`src/rtl/uvmt_cv32e40x_rvfi_evt_pkg.sv`:
```
// ----------------------------------------------------------------------------
// uvmt_cv32e40x_rvfi_evt_pkg
// Shared definitions for the RVFI event tracker:
//   - evt_e       : event index inside each channel's event-flag slice
//   - NUM_EVT     : number of tracked events per retirement channel
//   - seq_state_e : encoding of the sequence-detector state output
//   - popcount()  : population count of a (zero-extended) 32-bit vector
// ----------------------------------------------------------------------------
package uvmt_cv32e40x_rvfi_evt_pkg;

    typedef enum logic [2:0] {
        EVT_SPLIT     = 3'd0,
        EVT_PUSHPOP   = 3'd1,
        EVT_TABLEJUMP = 3'd2,
        EVT_TRAP      = 3'd3,
        EVT_TJ_EXC    = 3'd4
    } evt_e;

    localparam int unsigned NUM_EVT = 5;

    typedef enum logic [1:0] {
        SEQ_IDLE  = 2'd0,
        SEQ_ARMED = 2'd1,
        SEQ_HIT   = 2'd2
    } seq_state_e;

    function automatic logic [5:0] popcount(input logic [31:0] vec);
        logic [5:0] cnt;
        cnt = 6'd0;
        for (int i = 0; i < 32; i++) begin
            cnt = cnt + {5'd0, vec[i]};
        end
        return cnt;
    endfunction

endpackage

```
`src/rtl/uvmt_cv32e40x_rvfi_sat_cnt.sv`:
```
// ----------------------------------------------------------------------------
// uvmt_cv32e40x_rvfi_sat_cnt
// Saturating up-counter with a sticky saturation flag.
// Ports:
//   clk_i  : clock
//   rst_ni : asynchronous active-low reset
//   clr_i  : synchronous clear (wins over a same-cycle increment)
//   inc_i  : increment amount for this cycle
//   cnt_o  : registered count, clamps at 2^CNT_W-1
//   sat_o  : registered sticky flag, set once the count reaches its maximum
// ----------------------------------------------------------------------------
module uvmt_cv32e40x_rvfi_sat_cnt #(
    parameter int unsigned CNT_W = 16,
    parameter int unsigned INC_W = 3
) (
    input  logic             clk_i,
    input  logic             rst_ni,
    input  logic             clr_i,
    input  logic [INC_W-1:0] inc_i,
    output logic [CNT_W-1:0] cnt_o,
    output logic             sat_o
);

    // Three guard bits keep the sum of count and increment from wrapping.
    localparam int unsigned      SUM_W   = CNT_W + 3;
    localparam logic [CNT_W-1:0] CNT_MAX = {CNT_W{1'b1}};

    logic [CNT_W-1:0] cnt_q, cnt_d;
    logic             sat_q, sat_d;
    logic [SUM_W-1:0] sum_s;

    // Next-state: clear, clamp at maximum, or plain add.
    always_comb begin
        sum_s = SUM_W'(cnt_q) + SUM_W'(inc_i);
        if (clr_i) begin
            cnt_d = {CNT_W{1'b0}};
            sat_d = 1'b0;
        end else if (sum_s >= SUM_W'(CNT_MAX)) begin
            cnt_d = CNT_MAX;
            sat_d = 1'b1;
        end else begin
            cnt_d = sum_s[CNT_W-1:0];
            sat_d = sat_q;
        end
    end

    // Count and sticky flag registers.
    always_ff @(posedge clk_i or negedge rst_ni) begin
        if (!rst_ni) begin
            cnt_q <= {CNT_W{1'b0}};
            sat_q <= 1'b0;
        end else begin
            cnt_q <= cnt_d;
            sat_q <= sat_d;
        end
    end

    assign cnt_o = cnt_q;
    assign sat_o = sat_q;

endmodule

```
`src/rtl/uvmt_cv32e40x_rvfi_evt_tracker.sv`:
```
// ----------------------------------------------------------------------------
// uvmt_cv32e40x_rvfi_evt_tracker
// Counts qualified RVFI retirement events per event type (saturating) and
// detects "ARM_EVT followed by TGT_EVT within WINDOW retirements".
// Ports:
//   clk_i, rst_ni  : clock, asynchronous active-low reset
//   clr_i          : synchronous clear of counters and sequence FSM
//   rvfi_valid_i   : per-channel retirement valid (index 0 = oldest)
//   evt_i          : per-channel event flags, channel c at [c*NUM_EVT +: NUM_EVT]
//   cnt_o, sat_o   : per-event saturating counts and sticky saturation flags
//   seq_state_o    : sequence FSM state (seq_state_e)
//   seq_hit_o      : one-cycle pulse while the FSM sits in HIT
//   seq_hit_cnt_o  : saturating count of sequence hits
// Optional: define UVMT_CV32E40X_RVFI_EVT_COVER_EN to compile cover
// properties and assertions; ports and logic are unchanged either way.
// ----------------------------------------------------------------------------
module uvmt_cv32e40x_rvfi_evt_tracker
    import uvmt_cv32e40x_rvfi_evt_pkg::*;
#(
    parameter int unsigned NRET    = 1,
    parameter int unsigned CNT_W   = 16,
    parameter int unsigned WINDOW  = 4,
    parameter int unsigned ARM_EVT = 1,   // EVT_PUSHPOP
    parameter int unsigned TGT_EVT = 3    // EVT_TRAP
) (
    input  logic                     clk_i,
    input  logic                     rst_ni,
    input  logic                     clr_i,
    input  logic [NRET-1:0]          rvfi_valid_i,
    input  logic [NRET*NUM_EVT-1:0]  evt_i,
    output logic [NUM_EVT*CNT_W-1:0] cnt_o,
    output logic [NUM_EVT-1:0]       sat_o,
    output logic [1:0]               seq_state_o,
    output logic                     seq_hit_o,
    output logic [CNT_W-1:0]         seq_hit_cnt_o
);

    localparam logic [1:0] ST_IDLE  = SEQ_IDLE;
    localparam logic [1:0] ST_ARMED = SEQ_ARMED;
    localparam logic [1:0] ST_HIT   = SEQ_HIT;
    localparam int unsigned INC_W   = 3;
    localparam logic [8:0]  WIN_LIM = 9'(WINDOW);

    logic [NUM_EVT-1:0][NRET-1:0]  qual_s;
    logic [NUM_EVT-1:0][INC_W-1:0] inc_s;
    logic [1:0] state_q, state_d;
    logic [8:0] win_q, win_d;
    logic       hit_q;
    logic       armed_v, hit_v;
    logic [8:0] win_v;
    logic       unused_hit_sat_s;

    // Qualify each event flag with its channel valid and count per event.
    always_comb begin
        for (int e = 0; e < NUM_EVT; e++) begin
            for (int c = 0; c < NRET; c++) begin
                qual_s[e][c] = rvfi_valid_i[c] & evt_i[c*NUM_EVT + e];
            end
            inc_s[e] = INC_W'(popcount(32'(qual_s[e])));
        end
    end

    for (genvar e = 0; e < NUM_EVT; e++) begin : g_cnt
        uvmt_cv32e40x_rvfi_sat_cnt #(.CNT_W(CNT_W), .INC_W(INC_W)) u_cnt (
            .clk_i  (clk_i),
            .rst_ni (rst_ni),
            .clr_i  (clr_i),
            .inc_i  (inc_s[e]),
            .cnt_o  (cnt_o[e*CNT_W +: CNT_W]),
            .sat_o  (sat_o[e])
        );
    end

    // Walk channels oldest to youngest. A retirement first advances an open
    // window (and may complete it), then may (re)arm; so an instruction that is
    // both ARM and TGT cannot hit itself. No hit is taken during the HIT cycle
    // so the pulse stays one cycle wide.
    always_comb begin
        armed_v = (state_q == ST_ARMED);
        win_v   = win_q;
        hit_v   = 1'b0;
        for (int c = 0; c < NRET; c++) begin
            if (rvfi_valid_i[c]) begin
                if (armed_v) begin
                    win_v = win_v + 9'd1;
                    if (win_v > WIN_LIM) begin
                        armed_v = 1'b0;
                    end else if (qual_s[TGT_EVT][c] && (state_q != ST_HIT)) begin
                        hit_v   = 1'b1;
                        armed_v = 1'b0;
                    end else begin
                        armed_v = 1'b1;
                    end
                end else begin
                    armed_v = 1'b0;
                end
                if (qual_s[ARM_EVT][c]) begin
                    armed_v = 1'b1;
                    win_v   = 9'd0;
                end else begin
                    win_v   = win_v;
                end
            end else begin
                win_v = win_v;
            end
        end

        if (clr_i) begin
            state_d = ST_IDLE;
            win_d   = 9'd0;
        end else if (hit_v) begin
            state_d = ST_HIT;
            win_d   = 9'd0;
        end else if (armed_v) begin
            state_d = ST_ARMED;
            win_d   = win_v;
        end else begin
            state_d = ST_IDLE;
            win_d   = 9'd0;
        end
    end

    // Sequence FSM state, window counter and hit pulse registers.
    always_ff @(posedge clk_i or negedge rst_ni) begin
        if (!rst_ni) begin
            state_q <= ST_IDLE;
            win_q   <= 9'd0;
            hit_q   <= 1'b0;
        end else begin
            state_q <= state_d;
            win_q   <= win_d;
            hit_q   <= (state_d == ST_HIT);
        end
    end

    // The hit count advances together with the pulse it counts.
    uvmt_cv32e40x_rvfi_sat_cnt #(.CNT_W(CNT_W), .INC_W(1)) u_hit_cnt (
        .clk_i  (clk_i),
        .rst_ni (rst_ni),
        .clr_i  (clr_i),
        .inc_i  (state_d == ST_HIT),
        .cnt_o  (seq_hit_cnt_o),
        .sat_o  (unused_hit_sat_s)
    );

    assign seq_state_o = state_q;
    assign seq_hit_o   = hit_q;

`ifdef UVMT_CV32E40X_RVFI_EVT_COVER_EN
    for (genvar e = 0; e < NUM_EVT; e++) begin : g_prop
        cov_cnt_one: cover property (@(posedge clk_i) disable iff (!rst_ni)
            cnt_o[e*CNT_W +: CNT_W] == CNT_W'(1));
        cov_sat_rise: cover property (@(posedge clk_i) disable iff (!rst_ni)
            $rose(sat_o[e]));
        ast_cnt_mono: assert property (@(posedge clk_i) disable iff (!rst_ni)
            !clr_i |=> (cnt_o[e*CNT_W +: CNT_W] >= $past(cnt_o[e*CNT_W +: CNT_W])));
    end
    cov_seq_hit: cover property (@(posedge clk_i) disable iff (!rst_ni) seq_hit_o);
    cov_expiry: cover property (@(posedge clk_i) disable iff (!rst_ni)
        (state_q == ST_ARMED && !clr_i) ##1 (state_q == ST_IDLE));
    if (NRET > 1) begin : g_same_cycle
        // From IDLE, HIT can only follow an arm and target in the same cycle.
        cov_same_cycle_hit: cover property (@(posedge clk_i) disable iff (!rst_ni)
            (state_q == ST_IDLE) && (state_d == ST_HIT));
    end
    ast_hit_pulse: assert property (@(posedge clk_i) disable iff (!rst_ni)
        seq_hit_o |=> !seq_hit_o);
`endif

endmodule

```
`config.mk`:
```
export PLATFORM = sky130hd
export DESIGN_NAME = uvmt_cv32e40x_rvfi_evt_tracker
export DESIGN_NICKNAME = d
export VERILOG_FILES = /design/src/rtl/uvmt_cv32e40x_rvfi_evt_pkg.sv /design/src/rtl/uvmt_cv32e40x_rvfi_sat_cnt.sv /design/src/rtl/uvmt_cv32e40x_rvfi_evt_tracker.sv
export SDC_FILE = /design/constraint.sdc
export NUM_CORES = 1
export LEC_CHECK = 0
export CAP_MARGIN = 5
export CORE_MARGIN = 8
export CORE_UTILIZATION = 54
export DETAILED_ROUTE_END_ITERATION = 12
export PLACE_DENSITY = 0.81
export SLEW_MARGIN = 10
export SYNTH_ARGS = -nofsm -noshare
export SYNTH_HDL_FRONTEND = slang
export SYNTH_SLANG_ARGS = --single-unit
```
`constraint.sdc`:
```
create_clock -name clk_i -period 4.98 [get_ports clk_i]
set_input_delay 1.245 -clock clk_i [delete_from_list [all_inputs] [get_ports clk_i]]
set_output_delay 1.245 -clock clk_i [all_outputs]
set_load 0.03 [all_outputs]
```
==> results of run 1 <==
## state kept, by name (all words and copies together), names as in the netlist
name	count
u_hit_cnt.cnt_o	16
win_q	9
g_cnt.u_cnt.cnt_o	80
g_cnt.u_cnt.sat_o	5
seq_hit_o	1
seq_state_o	2
## worst max-delay path, stage by stage
cell,delay (ns)
clkdlybuf4s50_1,0.74
and2_1,0.20
ha_1,0.28
ha_1,0.43
nand4_1,0.13
nor4_1,0.50
nand3_1,0.54
a21oi_1,0.31
## cell type report
| type | instances | share of cell area |
|---|---|---|
| multi-input combinational | 537 | 0.413 |
| sequential | 113 | 0.340 |
| timing repair buffer | 119 | 0.140 |
| clock buffer | 18 | 0.0527 |
| clock inverter | 14 | 0.0225 |
| tap | 147 | 0.0221 |
| inverter | 21 | 0.00947 |
## where the power goes
group / total [mW] / switching [mW] / internal (mW)
clock: 1.28 / 0.434 / 0.847
sequential: 0.933 / 0.00739 / 0.925
combinational: 0.100 / 0.0719 / 0.0283
total: 2.31 / 0.513 / 1.80
## metrics by stage
step / cells / hold slack (ns) / utilization / setup WS, ns
3_3_place_gp: 937 / 0.527 / 0.646 / 0.722
2_1_floorplan: 715 / 0.506 / - / 1.36
4_1_cts: 969 / 0.564 / 0.699 / 0.933
3_5_place_dp: 937 / 0.549 / 0.646 / 0.613
5_1_grt: 969 / 0.594 / 0.699 / 0.605
6_report: 969 / 0.565 / 0.699 / 0.904
## worst paths after layout
| kind | to | cells past startpoint |
|---|---|---|
| max | g_cnt[0].u_cnt.cnt_o[13] | 8 |
| max in group asynchronous | g_cnt[3].u_cnt.cnt_o[1] | 2 |
| min in group asynchronous | g_cnt[1].u_cnt.cnt_o[5] | 1 |
| min reg2reg | u_hit_cnt.cnt_o[15] | 2 |
| min | u_hit_cnt.cnt_o[15] | 2 |
| max reg2reg | u_hit_cnt.cnt_o[2] | 14 |
## cell usage after synthesis (4+ instances only)
library cell / n
xnor2_1: 30
nand3b_1: 5
a21oi_1: 104
and2_1: 12
nor4_1: 23
a32oi_1: 4
a31oi_1: 6
buf_4: 5
o31a_1: 4
clkbuf_1: 30
mux2i_1: 8
o21ai_1: 4
nand2b_1: 14
inv_1: 16
xor2_1: 40
o21ai_0: 10
nand3_1: 44
nand4b_1: 9
nand4_1: 25
nand2_1: 48
dfrtp_1: 113
buf_2: 8
or4_1: 10
nor2_1: 28
o22ai_1: 6
a21o_1: 6
inv_2: 4
nor3_1: 15
and3_1: 16
and4_1: 11
o31ai_1: 5
ha_1: 14
## routing by layer
metal,GRT usage,vias to the layer above,share of wire
li1,-,2823,-
met4,0.0665,0,0.010
met5,0,-,0
met1,0.284,2989,0.42
met3,0.0603,23,0.072
met2,0.374,254,0.50
## cells by family (layout without fill, tap and decap cells)
| group | Yosys count | after routing | share of synthesized area |
|---|---|---|---|
| AND/OR/NAND/NOR | 277 | 277 | 0.241 |
| AO/OA/AOI/OAI | 167 | 167 | 0.150 |
| flip-flops | 113 | 113 | 0.432 |
| XOR/XNOR | 70 | 70 | 0.0936 |
| buffers and inverters | 65 | 172 | 0.0428 |
| adder cells (fa/ha/maj) | 14 | 14 | 0.0267 |
| multiplexers | 9 | 9 | 0.0139 |
==> metrics.csv, run 1 <==
metric,value,unit
endpoint_kind,flip-flop,
async_flop_share,1.00,
synth_area_per_cell,9.16,µm²
maxSlewViolCount,0,
port_buffers,112,
initial_core_util,0.550,
arrival,4.40,ns
hold_path.startpoint,u_hit_cnt.cnt_o[15],
synth_enable_flop_cells,0,
ys.flop_type,dfrtp_1,
yosys_register_bits,113,
drive_gt1_frac,0.0657,
drc_errors,0,
worst_pin_slew,0.897,ns
ant_nets,0,
yosys.area.top_type_share,0.432,
path_max_fanout,14,
status,"finished, final reports clean",
io_pins,113,
wl_per_cell,18.4,µm
drtIter0Drc,765,
die_w,126,µm
clock_latency,0.41,ns
ys_top_cells_by_area,"dfrtp_1, a21oi_1, xor2_1",
min_period,4.08,ns
cts_tree,built,
gp_congestion,0.932,
power_leakage,3.25,nW
syn-num-nets,738,
dpl_cell_area,7700,µm²
core,11900,µm²
clockBufferDepth,2,
ys_seq_area_frac,0.432,
mappedNetlistArea,6550,µm²
max_freq,245,MHz
synth_cells,715,
grt_pass1_vias,5797,
final_common_cell,dfrtp_1,
worstSetupPathType,in2reg,
finalHoldViolCount,0,
fin_tns_setup,0,ns
filler_cell_count,929,
p_per_area,278,nW/µm²
reg2reg_setup_slack,0.99,ns
wl,17.8,mm
worst_setup_path_start_kind,input port,
skew,0.00687,ns
overflow,0,
dp_hpwl,12.2,mm
antenna_cells,0,
yosys.area.top_type,dfrtp_1,
vias,6089,
regArea,2830,µm²
min_path_type,reg2reg,
cts_buffers,17,
p_total,2.31,mW
grt_max_degree,86,
cts_hold_repair.buffers,0,
cts_root_buf,clkbuf_16,
vdd_drop_max,0.000221,V
grt_pass1_wl,29.5,mm
fin_area,8330,µm²
post_cts_buffers,0,
post_cts_resized,0,
relSlewSlack,0.402,
synthDistinctLibCells,63,
nNetsFinal,832,
antenna_found_initial,0,
h-tree-depth,4,
required,5.30,ns
die-area,15900,µm²
multiInputGateArea,3440,µm²
dr.pass1.iters,6,
finalCritPeriodShare,0.819,
numClockSinks,113,
grtUsageTotal,0.226,
die_y,126,µm
startpoint,rvfi_valid_i,
r2r-start,win_q[0],
setup_violations,0,
maxCapViolations,0,
row_count,40,
rsz0062_at_grt,no,
layout_common_cells,"dfrtp_1, clkdlybuf4s50_1, a21oi_1, nand2_1, nand3_1",
ys.warnings.count,0,
path_clk_slew,0.06,ns
area_delta_synth_final,27.1,%
vias_per_cell,6.28,
(Power assumes the default switching activity.)
==> run 2, diff against run 1 <==
==> constraint.sdc (replaced) <==
create_clock -name clk_i -period 3.95 [get_ports clk_i]
set_input_delay 0.9875 -clock clk_i [delete_from_list [all_inputs] [get_ports clk_i]]
set_output_delay 0.9875 -clock clk_i [all_outputs]
set_load 0.03 [all_outputs]
==> metrics.csv, run 2 (synthesis gave the netlist of run 1 again) <==
metric,value,unit
vdd_drop_max,0.000251,V
p_per_area,324,nW/µm²
drtIter0Drc,831,
io_pins,113,
antenna_cells,0,
ant_nets,0,
power_leakage,3.27,nW
port_buffers,112,
maxSlewViolCount,0,
dp_hpwl,12.3,mm
slowest_delay,0.50,ns
crit_slowest_cell,or4_1,
core,11900,µm²
p_clk_frac,0.517,
fin_tns_setup,0,ns
finalCritPeriodShare,0.951,
grtUsageTotal,0.228,
worst_setup_path_start_kind,flip-flop,
h-tree-depth,4,
layout_common_cells,"dfrtp_1, clkdlybuf4s50_1, a21oi_1, nand2_1, nand3_1",
max_freq,266,MHz
cts_hold_repair.buffers,0,
finalHoldViolCount,0,
wl_per_cell,18.5,µm
cts_buffers,17,
numClockSinks,113,
drive_gt1_frac,0.0758,
antenna_found_initial,0,
cp_num_buf_inv,1,
crit_family,simple AND/OR/NAND/NOR gates,
clock_latency,0.41,ns
final_util,0.700,
setup_violations,0,
switching_power,0.635,mW
cts_root_buf,clkbuf_16,
endpoint_kind,flip-flop,
maxCapViolations,0,
vias_per_cell,6.19,
vias,6057,
min_period,3.76,ns
p_int,2.07,mW
skew,0.00598,ns
path_max_fanout,14,
row_count,40,
ff2ff_path_depth,13,
grt_pass1_vias,5912,
status,"finished, final reports clean",
dr.pass1.iters,7,
grt_max_degree,80,
cp.depth,13,
largest_reg_flops,80,
gp_congestion,0.946,
power_frac_seq,0.435,
initial_core_util,0.550,
die-area,15900,µm²
arrival,4.08,ns
die_y,126,µm
worstSetupPathType,reg2reg,
rsz0062_at_grt,no,
wl,18.1,mm
min_path_type,in2async,
area_delta_synth_final,27.3,%
path_clk_slew,0.05,ns
overflow,0,
drc_errors,0,
die_w,126,µm
worst_pin_slew,0.671,ns
nNetsFinal,843,
grt_pass1_wl,29.7,mm
cts_tree,built,
final_common_cell,dfrtp_1,
relSlewSlack,0.553,
cp_cell_sequence,ha_1 -> and2_1 -> or4_1 -> o311ai_1 -> nand3_1 -> nor4_1 -> buf_4 -> ha_1 -> nand3_1 -> nor3_2 -> and3_1 -> nand3_2 -> a21oi_1,
required,4.27,ns
swShare,0.235,
comb_power_share,0.049,
clockBufferDepth,2,
## run 2: worst paths after layout
| path | to | slack [ns] | from |
|---|---|---|---|
| hold reg to reg | g_cnt[4].u_cnt.sat_o | 0.58 | g_cnt[4].u_cnt.sat_o |
| setup / recovery | u_hit_cnt.cnt_o[12] | 0.19 | win_q[1] |
| setup reg to reg | u_hit_cnt.cnt_o[12] | 0.19 | win_q[1] |
| hold / removal | g_cnt[1].u_cnt.cnt_o[6] | 0.53 | rst_ni |
| min in group clk_i | g_cnt[4].u_cnt.sat_o | 0.58 | g_cnt[4].u_cnt.sat_o |
| max in group asynchronous | g_cnt[0].u_cnt.cnt_o[5] | 2.63 | rst_ni |
## run 2: metrics by stage
step	total power [mW]	instance area, µm²	std cells	setup slack [ns]	hold WS, ns
2_1_floorplan	1.26	6550	715	0.377	0.506
5_1_grt	2.79	8340	978	0.0227	0.564
3_3_place_gp	1.32	7790	948	0.210	0.549
3_5_place_dp	1.33	7790	948	0.125	0.558
6_report	2.70	8340	978	0.193	0.528
4_1_cts	2.72	8330	978	0.0528	0.536
## run 2: what timing repair did
action	in CTS	in global routing
setup buffers	0	0
endpoints found under the setup margin	0	14
hold endpoints to repair	0	0
resized for setup	0	1
## run 2: final cells by class
type / instances / area [µm²]
Inverter: 21 / 78.8
Tap cell: 147 / 184
Fill cell: 904 / 3580
Clock buffer: 19 / 443
Clock inverter: 11 / 92.6
Multi-Input combinational cell: 537 / 3450
Sequential cell: 113 / 2830
Timing Repair Buffer: 130 / 1260
## run 2: routing by layer
metal  global-route usage  vias up  routed length, µm
li1                     -     2832                  -
met1                0.292     2981               7830
met2                0.362      222               8880
met3               0.0591       22               1150
met4               0.0856        0                261
met5                    0        -                  0
## run 2: power by group through the flow
| stage | Sequential (mW) | Combinational (mW) | Clock [mW] |
|---|---|---|---|
| 2_1_floorplan | 1.21 | 0.0506 | 0 |
| 3_3_place_gp | 1.19 | 0.129 | 0 |
| 3_5_place_dp | 1.19 | 0.132 | 0 |
| 4_1_cts | 1.17 | 0.133 | 1.41 |
| 5_1_grt | 1.18 | 0.145 | 1.47 |
| 6_report | 1.18 | 0.132 | 1.40 |
